**config.mk**
```make
export PLATFORM = sky130hd
export DESIGN_NAME = spi_rx_slave_flat
export DESIGN_NICKNAME = d
export VERILOG_FILES = /design/src/rtl/spi_rx_slave_if.sv /design/src/rtl/spi_rx_slave.sv /design/src/flat_wrapper.sv
export SDC_FILE = /design/constraint.sdc
export NUM_CORES = 1
export LEC_CHECK = 0
export ABC_AREA = 1
export BUFFER_PORTS_ARGS = -buffer_cell sky130_fd_sc_hd__buf_2
export CORE_ASPECT_RATIO = 0.5
export CORE_MARGIN = 3
export CORE_UTILIZATION = 55
export CTS_CLUSTER_DIAMETER = 80
export DETAILED_ROUTE_END_ITERATION = 12
export GPL_TIMING_DRIVEN = 0
export PLACE_DENSITY = 0.9
export SLEW_MARGIN = 20
export SYNTH_ARGS = -nofsm -noshare
export SYNTH_HDL_FRONTEND = slang
export SYNTH_SLANG_ARGS = --single-unit
export TNS_END_PERCENT = 50
```
**constraint.sdc**
```tcl
create_clock -name clk -period 2 [get_ports clk]
set_clock_uncertainty 0.05 [all_clocks]
set_input_delay 0.2 -clock clk [delete_from_list [all_inputs] [get_ports clk]]
set_output_delay 0.2 -clock clk [all_outputs]
set_load 0.03 [all_outputs]
```
**src/rtl/spi_rx_slave_if.sv**
```systemverilog
// Bundle of the SPI receive-stage signals between spi_rx_slave and its neighbours.
//   master modport: drives cs/sclk/mosi, rx_ready and clr_err; observes the received word and status
//   slave  modport: the receive stage itself (spi_rx_slave)
interface spi_rx_slave_if #(
    parameter int unsigned DATA_W = 8
);
    logic              cs;
    logic              sclk;
    logic              mosi;
    logic              rx_ready;
    logic              clr_err;
    logic [DATA_W-1:0] rx_data;
    logic              rx_valid;
    logic              busy;
    logic [7:0]        byte_cnt;
    logic              overrun;
    logic              frame_err;

    modport master (
        output cs, sclk, mosi, rx_ready, clr_err,
        input  rx_data, rx_valid, busy, byte_cnt, overrun, frame_err
    );

    modport slave (
        input  cs, sclk, mosi, rx_ready, clr_err,
        output rx_data, rx_valid, busy, byte_cnt, overrun, frame_err
    );
endinterface

```
**src/rtl/spi_rx_slave.sv**
```systemverilog
// SPI slave receive stage. Oversamples cs/sclk/mosi with clk, shifts words in MSB first
// and presents each completed word through a one-entry valid/ready output register.
//   clk  : system clock, rising edge
//   rst  : asynchronous active-low reset
//   bus  : spi_rx_slave_if.slave -- cs/sclk/mosi in, rx_ready/clr_err in,
//          rx_data/rx_valid/busy/byte_cnt/overrun/frame_err out (all registered)
module spi_rx_slave #(
    parameter int unsigned DATA_W      = 8,
    parameter bit          SAMPLE_RISE = 1'b1
) (
    input logic           clk,
    input logic           rst,
    spi_rx_slave_if.slave bus
);
    localparam int unsigned CNT_W = $clog2(DATA_W);
    localparam logic [CNT_W-1:0] LAST_BIT = CNT_W'(DATA_W - 1);

    typedef enum logic {
        ST_IDLE  = 1'b0,
        ST_SHIFT = 1'b1
    } state_t;

    state_t state, state_n;

    logic cs_s1, cs_s2, cs_s3;
    logic sclk_s1, sclk_s2, sclk_s3;
    logic mosi_s1, mosi_s2;

    logic [DATA_W-2:0] shift_q, shift_n;
    logic [CNT_W-1:0]  bit_q, bit_n;
    logic [7:0]        byte_q, byte_n;
    logic [DATA_W-1:0] data_q, data_n;
    logic              valid_q, valid_n;
    logic              ovr_q, ovr_n;
    logic              ferr_q, ferr_n;
    logic              busy_q;

    logic              cs_fall, cs_rise, sample_edge;
    logic [DATA_W-1:0] word;

    // Two-flop synchronizers, plus a third stage on cs/sclk for edge detection.
    // Idle levels at reset: cs high, sclk high, mosi low.
    always_ff @(posedge clk or negedge rst) begin
        if (!rst) begin
            cs_s1   <= 1'b1;
            cs_s2   <= 1'b1;
            cs_s3   <= 1'b1;
            sclk_s1 <= 1'b1;
            sclk_s2 <= 1'b1;
            sclk_s3 <= 1'b1;
            mosi_s1 <= 1'b0;
            mosi_s2 <= 1'b0;
        end else begin
            cs_s1   <= bus.cs;
            cs_s2   <= cs_s1;
            cs_s3   <= cs_s2;
            sclk_s1 <= bus.sclk;
            sclk_s2 <= sclk_s1;
            sclk_s3 <= sclk_s2;
            mosi_s1 <= bus.mosi;
            mosi_s2 <= mosi_s1;
        end
    end

    assign cs_fall     = ~cs_s2 & cs_s3;
    assign cs_rise     = cs_s2 & ~cs_s3;
    assign sample_edge = SAMPLE_RISE ? (sclk_s2 & ~sclk_s3) : (~sclk_s2 & sclk_s3);
    assign word        = {shift_q, mosi_s2};

    // State and datapath registers.
    always_ff @(posedge clk or negedge rst) begin
        if (!rst) begin
            state   <= ST_IDLE;
            shift_q <= '0;
            bit_q   <= '0;
            byte_q  <= '0;
            data_q  <= '0;
            valid_q <= 1'b0;
            ovr_q   <= 1'b0;
            ferr_q  <= 1'b0;
            busy_q  <= 1'b0;
        end else begin
            state   <= state_n;
            shift_q <= shift_n;
            bit_q   <= bit_n;
            byte_q  <= byte_n;
            data_q  <= data_n;
            valid_q <= valid_n;
            ovr_q   <= ovr_n;
            ferr_q  <= ferr_n;
            busy_q  <= (state_n == ST_SHIFT);
        end
    end

    // Next-state and datapath update. Error clears are applied before set events so a set wins.
    always_comb begin
        state_n = state;
        shift_n = shift_q;
        bit_n   = bit_q;
        byte_n  = byte_q;
        data_n  = data_q;
        valid_n = valid_q;
        ovr_n   = ovr_q;
        ferr_n  = ferr_q;

        if (valid_q && bus.rx_ready) begin
            valid_n = 1'b0;
        end
        if (bus.clr_err) begin
            ovr_n  = 1'b0;
            ferr_n = 1'b0;
        end

        case (state)
            ST_IDLE: begin
                if (cs_fall) begin
                    bit_n   = '0;
                    byte_n  = '0;
                    state_n = ST_SHIFT;
                end
            end
            ST_SHIFT: begin
                // cs deassertion takes priority over a coincident sample edge
                if (cs_rise) begin
                    if (bit_q != '0) begin
                        ferr_n = 1'b1;
                    end
                    bit_n   = '0;
                    state_n = ST_IDLE;
                end else if (sample_edge) begin
                    shift_n = word[DATA_W-2:0];
                    if (bit_q == LAST_BIT) begin
                        bit_n = '0;
                        // Load when empty or when the held word is consumed this cycle; else drop.
                        if (!valid_q || bus.rx_ready) begin
                            data_n  = word;
                            valid_n = 1'b1;
                        end else begin
                            ovr_n = 1'b1;
                        end
                        if (byte_q != 8'hFF) begin
                            byte_n = byte_q + 8'd1;
                        end
                    end else begin
                        bit_n = bit_q + CNT_W'(1);
                    end
                end
            end
            default: state_n = ST_IDLE;
        endcase
    end

    assign bus.rx_data   = data_q;
    assign bus.rx_valid  = valid_q;
    assign bus.busy      = busy_q;
    assign bus.byte_cnt  = byte_q;
    assign bus.overrun   = ovr_q;
    assign bus.frame_err = ferr_q;
endmodule

```
**src/flat_wrapper.sv**
```systemverilog
// flat-port wrapper written by rule: the top's interface ports become plain ports
module spi_rx_slave_flat 
#(
    parameter int unsigned DATA_W      = 8,
    parameter bit          SAMPLE_RISE = 1'b1
)
  (clk, rst, bus_cs, bus_sclk, bus_mosi, bus_rx_ready, bus_clr_err, bus_rx_data, bus_rx_valid, bus_busy, bus_byte_cnt, bus_overrun, bus_frame_err);
  spi_rx_slave_if #(.DATA_W(DATA_W)) bus_i ();
  input logic clk;
  input logic rst;
  input wire logic [$bits(bus_i.cs)-1:0] bus_cs;
  input wire logic [$bits(bus_i.sclk)-1:0] bus_sclk;
  input wire logic [$bits(bus_i.mosi)-1:0] bus_mosi;
  input wire logic [$bits(bus_i.rx_ready)-1:0] bus_rx_ready;
  input wire logic [$bits(bus_i.clr_err)-1:0] bus_clr_err;
  output wire logic [$bits(bus_i.rx_data)-1:0] bus_rx_data;
  output wire logic [$bits(bus_i.rx_valid)-1:0] bus_rx_valid;
  output wire logic [$bits(bus_i.busy)-1:0] bus_busy;
  output wire logic [$bits(bus_i.byte_cnt)-1:0] bus_byte_cnt;
  output wire logic [$bits(bus_i.overrun)-1:0] bus_overrun;
  output wire logic [$bits(bus_i.frame_err)-1:0] bus_frame_err;
  assign bus_i.cs = bus_cs;
  assign bus_i.sclk = bus_sclk;
  assign bus_i.mosi = bus_mosi;
  assign bus_i.rx_ready = bus_rx_ready;
  assign bus_i.clr_err = bus_clr_err;
  assign bus_rx_data = bus_i.rx_data;
  assign bus_rx_valid = bus_i.rx_valid;
  assign bus_busy = bus_i.busy;
  assign bus_byte_cnt = bus_i.byte_cnt;
  assign bus_overrun = bus_i.overrun;
  assign bus_frame_err = bus_i.frame_err;
  spi_rx_slave #(.DATA_W(DATA_W), .SAMPLE_RISE(SAMPLE_RISE)) u_core (.clk(clk), .rst(rst), .bus(bus_i));
endmodule
```
==> results.md <==
* Hold/Removal Path Class: in -> reg
* Final GP Congestion at 0.802
* Setup tns final at 0 ns
* Post-synth EDFFs at 0
* Initial core utilization at 62.8%
* Max Cap Viol at 0
* Final Hold Viols at 0
* Post-CTS sizing at 0
* Worst-margin pin slew at 0.813 ns
* Post-layout util at 73.9%
* Final WL at 3.31 mm
* Pins Over Slew Limit at 0
* Post-DR vias/cell at 4.83
* Pleak at 1.07 nW
* Pwr dens at 860 mW/mm^2
* Largest net degree at the start of global routing at 39
* Global-route wire length before repair at 5.63 mm
* Element type at the critical path end: flop
* Async set-reset flop share out of synthesis at 100%
* Placed Instance Area at 0.00194 mm^2
* Pint at 0.00123 W
* Synth cell types at 24
* Worst r2r src: u_core.bus.byte_cnt[0]$_DFFE_PN0P_
* Worst R2R Setup Slack at 0.40 ns
* RSZ-0062 raised after global routing: no
* N_diodes at 0
* DRT antenna net count at 0
* Hold Crit Depth at 4
* Die area at 0.00397 mm^2
* CTS sink count at 38
* GRT overflow at 0
* FF-to-FF End: u_core.bus.byte_cnt[1]$_DFFE_PN0P_
* Global Route Usage Sum at 19.3%
* CP max FO at 8
* First drt pass iteration count at 4
* DIE HEIGHT at 46.1 um
* WHS at 0.149 ns
* Non-filler instance count after layout at 271
* VDD IR max at 0.000616 V
* Most used DFF post-synth: dfrtp_1
* Hold_sp: bus_clr_err
* Period minus WS final at 1.60 ns
* Row Count at 13
* WP data arrival at 1.78 ns
* Synth Area per Inst at 9.01 um^2
* Post-Synthesis Cells at 196
* Slew headroom at 45.8%
* Sequential power share at 50.8%
* Syn-to-layout area delta at 17.6%
* Yosys reg bits at 38
* DR iter-0 viols at 58
* Crit path kind: reg -> reg
* Psw at 0.000554 W
* Fin area at 0.00208 mm^2
* Syn Nets at 208
* Cells on worst reg2reg path at 8
* Vias in the first global route at 1213
* Clock Power Share at 30.8%
* Mapped cell area at 0.00177 mm^2
* Share of cells above drive strength 1 at 27.8%
* Initial antenna violation count at 0
* Post-synthesis sequential area ratio at 54.2%
* Die width at 86.2 um
* H-tree Lvls at 2
* Final Setup Violations at 0
* Root Buffer: clkbuf_8
* Core box area at 0.00281 mm^2
* Combinational power share at 18.3%
* F_max at 624 MHz
* Period Utilization, post-route at 80.2%
* Final #Nets at 245
* CTS tree: done
* CP required at 2.18 ns
* Dpl cells at 259
* YS warnings at 0
* Clock Latency Late Sink at 0.29 ns
* Net Sw Frac at 31.0%
* Clock Pin Slew Worst Setup and Hold Paths at 0.08 ns
* Setup crit start kind: flop
* Drt wl/cell at 12.2 um
* Total number of vias at 1310
* Io pins at 27
* Hpwl dp at 2.26 mm
* Maximum clock insertion buffer count at 2
* Port Buffers at 26
* TritonCTS buffer count at 5
* # DRC at 0
* WHS Endpoint: u_core.bus.overrun$_DFF_PN0_
* Status: finished clean
## layer usage
metal,track usage [%],wire (um)
met4,6.94,9
met3,6.61,161
met5,0,0
met1,24.9,1560
met2,31.1,1580
## critical path, stage by stage (launching register included)
cell     delay [ns]
dfrtp_1        0.46
ha_1           0.29
nand2_1        0.11
nor2_2         0.05
nand3_1        0.12
nand2_1        0.10
nor2_4         0.20
nand2_1        0.09
nand2_1        0.07
## power by group through the flow
stage,sequential (W),combinational [W],clock (W)
2_1_floorplan,0.000952,0.000189,0
3_3_place_gp,0.000915,0.000302,0
3_5_place_dp,0.000918,0.000316,0
4_1_cts,0.000907,0.000333,0.000559
5_1_grt,0.000918,0.000373,0.000603
6_report,0.000908,0.000328,0.000551
## synthesized netlist by cell type, drive strengths merged (2+ instances only)
cell	instances	area, um^2
o21ai	19	125
nor2	19	88.8
nand3	6	35.0
dfrtp	32	801
a21oi	3	15.0
inv	25	98.8
nand2	71	287
buf	3	33.8
ha	5	62.6
dfstp	6	158
o31ai	2	15.0
## area by class of cell
type                    instances  area [um^2]
clock inverters                 2         12.5
fillers                       212          736
inverters                      26          104
multi-input cells             129          671
plain buffers                   3         33.8
well taps                      37         46.3
flip-flops and latches         38          958
clock buffers                   6         82.6
repair buffers                 30          170
## metrics by stage
stage,power [W],worst slack (ns)
CTS,0.00180,0.392
finish,0.00179,0.397
detailed placement,0.00123,0.443
global route,0.00189,0.274
global placement,0.00122,0.521
floorplan,0.00114,0.434
## placed cells by master (no fill, tap or decap)
cell type	Yosys	layout
nand2_1	65	65
dfrtp_1	32	32
buf_2	0	26
inv_1	23	23
nor2_1	16	16
o21ai_1	8	8
o21ai_2	8	8
clkbuf_8	0	6
dfstp_2	6	6
nand2_2	5	5
nand3_1	5	5
ha_1	5	5
dlygate4sd3_1	0	4
buf_6	3	3
o21ai_0	3	3
a21oi_1	3	3
inv_4	2	2
clkinv_2	1	2
o31ai_1	2	2
nor2_4	2	2
nand2_4	1	1
nor2_2	1	1
nand3_2	1	1
nand4_4	1	1
or2_1	1	1
and2_0	1	1
xor2_1	1	1
clkinvlp_4	0	1
## how the worst max path moves through the flow
| stage | from | endpoint | slack, ns | cells past startpoint |
|---|---|---|---|---|
| floorplan | u_core.bus.byte_cnt[0]$_DFFE_PN0P_ | u_core.bus.byte_cnt[7]$_DFFE_PN0P_ | 0.43 | 8 |
| global placement | u_core.bus.byte_cnt[0]$_DFFE_PN0P_ | u_core.bus.byte_cnt[5]$_DFFE_PN0P_ | 0.52 | 8 |
| detailed placement | u_core.bus.byte_cnt[0]$_DFFE_PN0P_ | u_core.bus.byte_cnt[1]$_DFFE_PN0P_ | 0.44 | 8 |
| CTS | u_core.bus.byte_cnt[0]$_DFFE_PN0P_ | u_core.bus.byte_cnt[1]$_DFFE_PN0P_ | 0.39 | 8 |
| global route | u_core.bus.byte_cnt[0]$_DFFE_PN0P_ | u_core.bus.byte_cnt[4]$_DFFE_PN0P_ | 0.27 | 8 |
| finish | u_core.bus.byte_cnt[0]$_DFFE_PN0P_ | u_core.bus.byte_cnt[1]$_DFFE_PN0P_ | 0.40 | 8 |
## registers in the layout, summed over array words and instances (netlist names), 3 cells and up
register / cells
u_core.bus.byte_cnt: 8
u_core.bus.rx_data: 8
u_core.shift_q: 7
u_core.bit_q: 3
## kinds of logic (layout without fill, tap and decap cells)
group                    Yosys count  count (layout)  synth area share (%)
XOR/XNOR                           1               1                 0.496
adder cells (fa/ha/maj)            5               5                  3.54
buffers and inverters             29              67                  7.79
flip-flops                        38              38                  54.2
AND/OR/NAND/NOR                   99              99                  25.1
AO/OA/AOI/OAI                     24              24                  8.78
## what timing repair did
item,4_1_cts,5_1_grt
hold buffers,4,0
setup buffers,0,0
hold endpoints to repair,35,0
Power figures use the tool's default switching activity.
